<file path="config.mk">
export PLATFORM = sky130hd
export DESIGN_NAME = elastic_reg_pipe
export DESIGN_NICKNAME = d
export VERILOG_FILES = /design/src/rtl/dsp_pipe_pkg.sv /design/src/rtl/elastic_reg_pipe_stage.sv /design/src/rtl/elastic_reg_pipe.sv
export SDC_FILE = /design/constraint.sdc
export NUM_CORES = 1
export LEC_CHECK = 0
export BUFFER_PORTS_ARGS = -buffer_cell sky130_fd_sc_hd__buf_2
export CORE_MARGIN = 2
export CORE_UTILIZATION = 30
export CTS_CLUSTER_SIZE = 16
export DETAILED_ROUTE_END_ITERATION = 16
export PLACE_DENSITY = 0.61
export SYNTH_ARGS = -nofsm -noshare
export SYNTH_HDL_FRONTEND = slang
export SYNTH_SLANG_ARGS = --single-unit
</file>
<file path="constraint.sdc">
create_clock -name clk -period 4.3 [get_ports clk]
set_clock_uncertainty 0.15 [all_clocks]
set_input_delay 0.215 -clock clk [delete_from_list [all_inputs] [get_ports clk]]
set_output_delay 0.215 -clock clk [all_outputs]
set_load 0.02 [all_outputs]
</file>
<file path="src/rtl/dsp_pipe_pkg.sv">
// dsp_pipe_pkg
//   Shared constants and helpers for the DSP register pipelines.
//   MAX_PIPE_DEPTH : deepest legal register pipe
//   MAX_DATA_WIDTH : widest legal data word
//   clog2()        : constant ceil(log2(n)), 0 for n <= 1
//   cnt_width()    : occupancy counter width for a given depth, at least 1
package dsp_pipe_pkg;

    localparam int MAX_PIPE_DEPTH = 8;
    localparam int MAX_DATA_WIDTH = 64;

    function automatic int clog2(input int unsigned n);
        int unsigned v;
        int          r;
        v = 1;
        r = 0;
        while (v < n) begin
            v = v << 1;
            r = r + 1;
        end
        return r;
    endfunction

    function automatic int cnt_width(input int depth);
        int w;
        w = clog2(depth + 1);
        return (w < 1) ? 1 : w;
    endfunction

endpackage

</file>
<file path="src/rtl/elastic_reg_pipe_stage.sv">
// pipe_stage
//   One elastic register stage: a valid bit plus a data register.
//   clk        : rising-edge clock
//   rst        : asynchronous active-low reset, clears valid and data
//   flush      : synchronous clear of the valid bit, data kept
//   up_valid_i : word offered by the stage behind
//   up_data_i  : data of that word
//   dn_ready_i : stage ahead (or downstream) can take this stage's word
//   ready_o    : this stage can take a word at the next edge
//   valid_o    : this stage holds a word
//   data_o     : the held word
module pipe_stage
    import dsp_pipe_pkg::*;
#(
    parameter int WIDTH = 18
) (
    input  logic             clk,
    input  logic             rst,
    input  logic             flush,
    input  logic             up_valid_i,
    input  logic [WIDTH-1:0] up_data_i,
    input  logic             dn_ready_i,
    output logic             ready_o,
    output logic             valid_o,
    output logic [WIDTH-1:0] data_o
);

    logic             valid_q, valid_d;
    logic [WIDTH-1:0] data_q,  data_d;

    // Ready ripples combinationally: empty, or the word here leaves this edge.
    assign ready_o = !valid_q || dn_ready_i;

    always_comb begin
        valid_d = valid_q;
        data_d  = data_q;
        if (flush) begin
            valid_d = 1'b0;
        end else if (ready_o) begin
            valid_d = up_valid_i;
            // Bubbles do not overwrite the data register, so the head keeps
            // its reset value of zero until a real word reaches it.
            if (up_valid_i) begin
                data_d = up_data_i;
            end
        end
    end

    always_ff @(posedge clk or negedge rst) begin
        if (!rst) begin
            valid_q <= 1'b0;
            data_q  <= '0;
        end else begin
            valid_q <= valid_d;
            data_q  <= data_d;
        end
    end

    assign valid_o = valid_q;
    assign data_o  = data_q;

endmodule

</file>
<file path="src/rtl/elastic_reg_pipe.sv">
// elastic_reg_pipe
//   DEPTH-stage valid/ready register pipeline with full throughput and a
//   combinational ready chain; DEPTH = 0 is a pure wire bypass.
//   clk       : rising-edge clock
//   rst       : asynchronous active-low reset, discards all words
//   flush     : synchronous discard of all held words (ignored at DEPTH 0)
//   in_valid  : upstream word present
//   in_ready  : word is accepted this cycle
//   in_data   : upstream word
//   out_valid : out_data holds a valid word
//   out_ready : downstream accepts this cycle
//   out_data  : word at the pipe head
//   occupancy : number of valid stages
module elastic_reg_pipe
    import dsp_pipe_pkg::*;
#(
    parameter  int WIDTH = 18,
    parameter  int DEPTH = 2,
    localparam int CNTW  = cnt_width(DEPTH)
) (
    input  logic             clk,
    input  logic             rst,
    input  logic             flush,
    input  logic             in_valid,
    output logic             in_ready,
    input  logic [WIDTH-1:0] in_data,
    output logic             out_valid,
    input  logic             out_ready,
    output logic [WIDTH-1:0] out_data,
    output logic [CNTW-1:0]  occupancy
);

    if (DEPTH < 0 || DEPTH > MAX_PIPE_DEPTH) begin : g_bad_depth
        $error("elastic_reg_pipe: DEPTH %0d outside 0..%0d", DEPTH, MAX_PIPE_DEPTH);
    end

    if (WIDTH < 1 || WIDTH > MAX_DATA_WIDTH) begin : g_bad_width
        $error("elastic_reg_pipe: WIDTH %0d outside 1..%0d", WIDTH, MAX_DATA_WIDTH);
    end

    if (DEPTH == 0) begin : g_bypass
        logic unused_bypass;
        assign unused_bypass = ^{clk, rst, flush};

        assign out_valid = in_valid;
        assign out_data  = in_data;
        assign in_ready  = out_ready;
        assign occupancy = '0;
    end else begin : g_pipe
        logic [DEPTH-1:0] v;
        logic [WIDTH-1:0] d [DEPTH];
        logic [DEPTH:0]   r;

        assign r[DEPTH] = out_ready;

        for (genvar k = 0; k < DEPTH; k++) begin : g_stage
            logic             up_v;
            logic [WIDTH-1:0] up_d;

            if (k == 0) begin : g_head
                assign up_v = in_valid && in_ready;
                assign up_d = in_data;
            end else begin : g_body
                assign up_v = v[k-1];
                assign up_d = d[k-1];
            end

            pipe_stage #(
                .WIDTH (WIDTH)
            ) u_stage (
                .clk        (clk),
                .rst        (rst),
                .flush      (flush),
                .up_valid_i (up_v),
                .up_data_i  (up_d),
                .dn_ready_i (r[k+1]),
                .ready_o    (r[k]),
                .valid_o    (v[k]),
                .data_o     (d[k])
            );
        end

        assign in_ready  = r[0] && !flush;
        assign out_valid = v[DEPTH-1];
        assign out_data  = d[DEPTH-1];
        assign occupancy = CNTW'($countones(v));
    end

endmodule

</file>
==> out/qor.csv, run 1 <==
stage,metric,value,unit
power,Leak,0.928,nW
hold_path,Hold WC Path Type,input pin to register,
finish,Area growth syn-to-layout,26.8,%
yosys,netlist area before placement,1490,um2
job,Max-Cap Viols,0,
yosys,largest cells by area after synthesis,"dfrtp_1 (64%), mux2_2 (20%), mux2_4 (10%)",
yosys,"area leader, netlist",dfrtp_1,
cts,CTS HTree Levels,2,
finish,filler instances,475,
global_route,largest net degree at the start of global routing,39,
worst_setup_path,startpoint types,input pin,
timing,final setup violating endpoints,0,
route,vias per cell,4.27,
finish,nets,162,
cts,CTS tree,yes,
route,vias,879,
route,1st-iter DRT viols,5,
finish,layout cells sized above 1,62.6,%
route,WL per Instance,13.0,um
worst_setup_path,Reg2Reg Setup Slack,2.21,ns
global_route,initial antenna violation count,0,
yosys,post-synthesis sequential area ratio,64.0,%
cts,Clock Path Buffers,2,
global_route,"Remaining Overflow, GRT",0,
timing,unrepaired setup endpoints after global routing,false,
timing,max-slew violations,0,
placement,Port Buf Inserts,44,
power,pwr/cell area,512,nW/um2
worst_setup_path,crit path max fanout,18,
yosys,syn nets,111,
cts,CTS resizes,0,
route,DRC,0,
cts,Root Driver,clkbuf_8,
outcome,status,"finished, final reports clean",
floorplan,standard-cell rows,25,
route,ANT nets after route,0,
placement,RePlAce Congestion,0.640,
timing,Achievable Freq,468,MHz
yosys,synthesized flop and latch total,38,
timing,setup TNS,0,ns
cts,clk slew on worst S/H paths,0.07,ns
global_route,All-Layer GR Usage,10.3,%
worst_setup_path,CP arrival,2.15,ns
route,router iterations before antenna repair,2,
floorplan,core area,4750,um2
finish,ANT cells,0,
timing,final hold vios,0,
cts,number of clock sinks,38,
cts,setup bufs post-CTS,0,
global_route,vias in the first global route,939,
floorplan,Die Span Y,74.4,um
timing,Max transition margin,35.5,%
yosys,share of the synthesized area in the top cell type,64.0,%
worst_setup_path,WP data required,4.31,ns
floorplan,effective utilization at floorplan,31.2,%
timing,Hold Slack,0.0106,ns
power,Peak VDD IR,0.000182,V
timing,Final Cycle Share,49.7,%
cts,"Clk Latency, worst-skew pair",0.28,ns
yosys,post-synthesis cell type count,13,
floorplan,die width,74.4,um
floorplan,IO Count,45,
yosys,Yosys warning total,0,
worst_setup_path,critical path class,input pin to register,
global_route,first-pass GRT wire length,4260,um
worst_setup_path,crit path capture type,register,
cts,"Hold-fix buffers, CTS",2,
cts,total CTS buffers,5,
route,Total Wirelength,2680,um
yosys,Syn Inst Count,87,
floorplan,die area,5530,um2
timing,crit path time final,2.14,ns
yosys,Mapped Avg Cell Area,17.1,um2
placement,Final HPWL DP,1880,um
timing,worst-margin pin slew,0.967,ns
-- path summary, 6_finish.rpt --
check | depth (start not counted) | endpoint | from
min in group asynchronous | 2 | g_pipe.g_stage[0].u_stage.data_o[6]$_DFFE_PN0P_ | rst
setup reg to reg | 3 | g_pipe.g_stage[0].u_stage.data_o[11]$_DFFE_PN0P_ | g_pipe.g_stage[0].u_stage.valid_o$_DFFE_PN0P_
hold reg to reg | 1 | g_pipe.g_stage[1].u_stage.data_o[13]$_DFFE_PN0P_ | g_pipe.g_stage[0].u_stage.data_o[13]$_DFFE_PN0P_
hold / removal | 2 | g_pipe.g_stage[0].u_stage.data_o[6]$_DFFE_PN0P_ | in_data[6]
setup / recovery | 4 | g_pipe.g_stage[1].u_stage.data_o[2]$_DFFE_PN0P_ | flush
max in group asynchronous | 2 | g_pipe.g_stage[1].u_stage.data_o[3]$_DFFE_PN0P_ | rst
-- synth_stat cells --
master and number:
a21oi_1 1, nor2_1 3, mux2_2 26, dfrtp_1 38, nand3b_1 1, buf_6 2
ha_1 1, or3b_1 1, buf_2 1, mux2_4 10, nand2b_1 1, and3b_1 1
inv_1 1
-- sequential cells by signal (all words and copies together), names as in the netlist --
register / cells
g_pipe.g_stage.u_stage.data_o: 36
g_pipe.g_stage.u_stage.valid_o: 2
-- kinds of logic after synthesis --
logic type	Yosys count	synth area share (%)
DFF	38	64.0
AOI/OAI and AO/OA	1	0.337
buffers and inverters	4	2.11
adders and majority gates	1	0.842
and+or+nand+nor	7	2.86
muxes	36	29.8
-- routing by layer --
metal / routed length (um) / track usage [%] / part of all wire [%] / up-vias
met3: 129 / 4.47 / 4.8 / 4
met1: 1190 / 12.0 / 44 / 439
met4: 27 / 3.57 / 1.0 / 0
met5: 0 / 0 / 0 / -
met2: 1330 / 17.1 / 50 / 31
li1: - / - / - / 405
-- metrics by stage --
stage | total power, mW | instance area [um2] | setup WS, ns | utilization (%) | instances
2_1_floorplan | 0.637 | 1490 | 2.42 | - | 87
3_3_place_gp | 0.719 | 1760 | 2.25 | 37.1 | 195
3_5_place_dp | 0.730 | 1760 | 2.19 | 37.1 | 195
4_1_cts | 0.978 | 1870 | 2.15 | 39.4 | 205
5_1_grt | 1.02 | 1880 | 2.06 | 39.6 | 206
6_report | 0.965 | 1880 | 2.16 | 39.6 | 206
-- cells in the final DEF, fill, tap and decap left out --
cell	Yosys	routed
nor2_1	3	3
clkbuf_8	0	6
buf_2	1	44
and3b_1	1	1
nand3b_1	1	1
clkinv_2	0	1
inv_1	1	1
or3b_1	1	1
clkbuf_1	0	1
dlygate4sd3_1	0	3
mux2_2	26	26
nand2b_1	1	1
mux2_4	10	10
a21oi_1	1	1
ha_1	1	1
dfrtp_1	38	38
-- where the power goes --
part,switching (mW),internal [mW]
Combinational,0.128,0.117
Sequential,0.0374,0.437
Clock,0.116,0.129
Total,0.282,0.683
-- critical path: stages --
cell           delay [ns]
dlygate4sd3_1        0.52
buf_2                0.14
nand3b_1             0.73
mux2_2               0.55
-- layout make-up --
cell class / count / area [um2] / area share, %
clock buffer: 7 / 86.3 / 4.58
clock inverter: 1 / 5.00 / 0.266
inverter: 1 / 3.75 / 0.199
multi-input combinational: 45 / 503 / 26.7
sequential: 38 / 951 / 50.5
tap: 67 / 83.8 / 4.45
timing repair buffer: 47 / 250 / 13.3
Note: power is estimated with default switching activity, not from simulation.
==> inputs of run 2 (changes only) <==
PLACE_DENSITY = 0.63   (was 0.61)
clock period = 1.8 ns   (was 4.3 ns; I/O delays follow)
==> run 2 against run 1 <==
Via count up 9.7%. Sequential share of layout area down 6.8 points. Critical path depth unchanged. Total power rose to 2.6 times the previous value. Sequential power up 140%. Largest cell class unchanged.
==> out/qor.csv, run 2 (synthesized netlist as in run 1, its figures left out) <==
stage,metric,value,unit
outcome,status,"finished, final reports clean",
floorplan,core area,4750,um2
worst_setup_path,CP peak stage delay,0.41,ns
finish,max FFs per register,36,
global_route,All-Layer GR Usage,10.8,%
cts,CTS tree,yes,
power,Seq pwr share,46.1,%
worst_setup_path,crit path max fanout,15,
power,cell-internal power,1.78,mW
timing,max-slew violations,0,
route,Total Wirelength,2900,um
placement,RePlAce Congestion,0.650,
power,pwr/cell area,1130,nW/um2
global_route,vias in the first global route,1002,
route,vias,964,
worst_setup_path,crit path capture type,register,
worst_setup_path,Reg2Reg Setup Slack,0.06,ns
finish,filler instances,440,
worst_setup_path,"critical path, cell by cell","and3b_1, or3b_1, buf_12, mux2_4",
floorplan,IO Count,45,
finish,nets,188,
timing,worst-margin pin slew,0.446,ns
timing,crit path time final,1.74,ns
cts,clk slew on worst S/H paths,0.07,ns
global_route,largest net degree at the start of global routing,21,
cts,total CTS buffers,5,
power,combinational cell fraction of total power,25.9,%
hold_path,Hold WC Path Type,input pin to async pin,
route,WL per Instance,12.5,um
global_route,"Remaining Overflow, GRT",0,
cts,"Clk Latency, worst-skew pair",0.28,ns
cts,CTS HTree Levels,2,
worst_setup_path,WP data required,1.81,ns
power,Leak,1.06,nW
power,Clk pwr share,28.0,%
floorplan,effective utilization at floorplan,31.2,%
worst_setup_path,startpoint types,register,
power,Peak VDD IR,0.000373,V
timing,unrepaired setup endpoints after global routing,false,
route,ANT nets after route,0,
route,1st-iter DRT viols,36,
global_route,initial antenna violation count,0,
global_route,first-pass GRT wire length,4450,um
finish,"commonest non-fill, non-tap cell in the layout",buf_2,
timing,Hold Slack,0.131,ns
timing,Achievable Freq,573,MHz
cts,number of clock sinks,38,
worst_setup_path,CP arrival,1.76,ns
worst_setup_path,Crit-path slowest cell,or3b_1,
floorplan,standard-cell rows,25,
floorplan,die area,5530,um2
timing,final hold vios,0,
placement,setup slack at placement,0.0695,ns
floorplan,die width,74.4,um
floorplan,Die Span Y,74.4,um
finish,post-route cell area,2180,um2
route,router iterations before antenna repair,3,
cts,Root Driver,clkbuf_8,
placement,Final HPWL DP,2000,um
worst_setup_path,critical path class,register to register,
finish,layout cells sized above 1,57.0,%
timing,Final Cycle Share,96.9,%
job,Max-Cap Viols,0,
route,vias per cell,4.16,
timing,setup ws final,0.0560,ns
finish,Util after Layout,45.8,%
timing,final setup violating endpoints,0,
power,net switching power,680,uW
finish,ANT cells,0,
power,sw frac,27.7,%
finish,multi-input logic area,503,um2
placement,Port Buf Inserts,44,
cts,Clock Path Buffers,2,
placement,placed inst area,1850,um2
timing,Max transition margin,70.3,%
finish,Area growth syn-to-layout,46.8,%
finish,register area,952,um2
finish,"leading cell types in the layout, fill and taps excluded","buf_2 (44), dfrtp_1 (37), mux2_2 (26)",
route,DRC,0,
run 2: cell types whose count changed in the layout (fill, tap and decap cells not counted):
cell and change:
dlygate4sd3_1 +19, clkbuf_8 -1, clkbuf_1 +1, buf_12 +3, bufinv_16 +1, dfrtp_1 -1, buf_4 +4, dfrtp_2 +1
clkinv_2 -1
run 2: power groups by stage:
stage / Sequential (mW) / Clock, mW / Combinational [mW]
after floorplan: 1.30 / 0 / 0.226
after global placement: 1.14 / 0 / 0.601
after detailed placement: 1.15 / 0 / 0.611
after CTS: 1.14 / 0.722 / 0.649
after global routing: 1.16 / 0.757 / 0.683
final: 1.13 / 0.689 / 0.638
run 2: repair_timing:
action | in CTS | in global routing
hold buffers | 22 | 0
hold endpoints to repair | 58 | 0
resized for setup | 0 | 0
setup buffers | 0 | 0
run 2: critical path: cells and delay by family, from the launching register on:
| family | cells | cell delay, ns |
|---|---|---|
| mux | 1 | 0.30 |
| simple gates | 2 | 0.58 |
| flops | 1 | 0.40 |
| buf+inv | 1 | 0.18 |
run 2: metal layers:
| layer | global-route usage [%] | routed length [um] |
|---|---|---|
| met1 | 12.1 | 1320 |
| met2 | 18.3 | 1420 |
| met3 | 3.93 | 156 |
| met4 | 4.76 | 8 |
| met5 | 0 | 0 |
run 2: path summary, 6_finish.rpt:
| check | startpoint | end | depth (start not counted) |
|---|---|---|---|
| setup / recovery | g_pipe.g_stage[1].u_stage.valid_o$_DFFE_PN0P_ | g_pipe.g_stage[0].u_stage.data_o[5]$_DFFE_PN0P_ | 4 |
| max in group asynchronous | rst | g_pipe.g_stage[1].u_stage.data_o[5]$_DFFE_PN0P_ | 3 |
| min in group clk | out_ready | g_pipe.g_stage[0].u_stage.valid_o$_DFFE_PN0P_ | 5 |
| setup reg to reg | g_pipe.g_stage[1].u_stage.valid_o$_DFFE_PN0P_ | g_pipe.g_stage[0].u_stage.data_o[5]$_DFFE_PN0P_ | 4 |
| hold / removal | rst | g_pipe.g_stage[0].u_stage.data_o[0]$_DFFE_PN0P_ | 2 |
| hold reg to reg | g_pipe.g_stage[0].u_stage.data_o[12]$_DFFE_PN0P_ | g_pipe.g_stage[0].u_stage.data_o[12]$_DFFE_PN0P_ | 1 |
run 2: metrics by stage:
stage / power, mW / cells / setup TNS (ns)
6_report: 2.46 / 232 / 0
5_1_grt: 2.60 / 232 / 0
4_1_cts: 2.51 / 232 / 0
3_5_place_dp: 1.76 / 202 / 0
3_3_place_gp: 1.74 / 202 / 0
2_1_floorplan: 1.52 / 87 / -0.449
run 2: final cells by class:
class,count,share of cell area (%)
sequential,38,43.7
timing repair buffer,73,24.3
multi-input combinational,45,23.1
tap,67,3.85
clock buffer,7,3.50
clock inverter,1,1.38
inverter,1,0.172
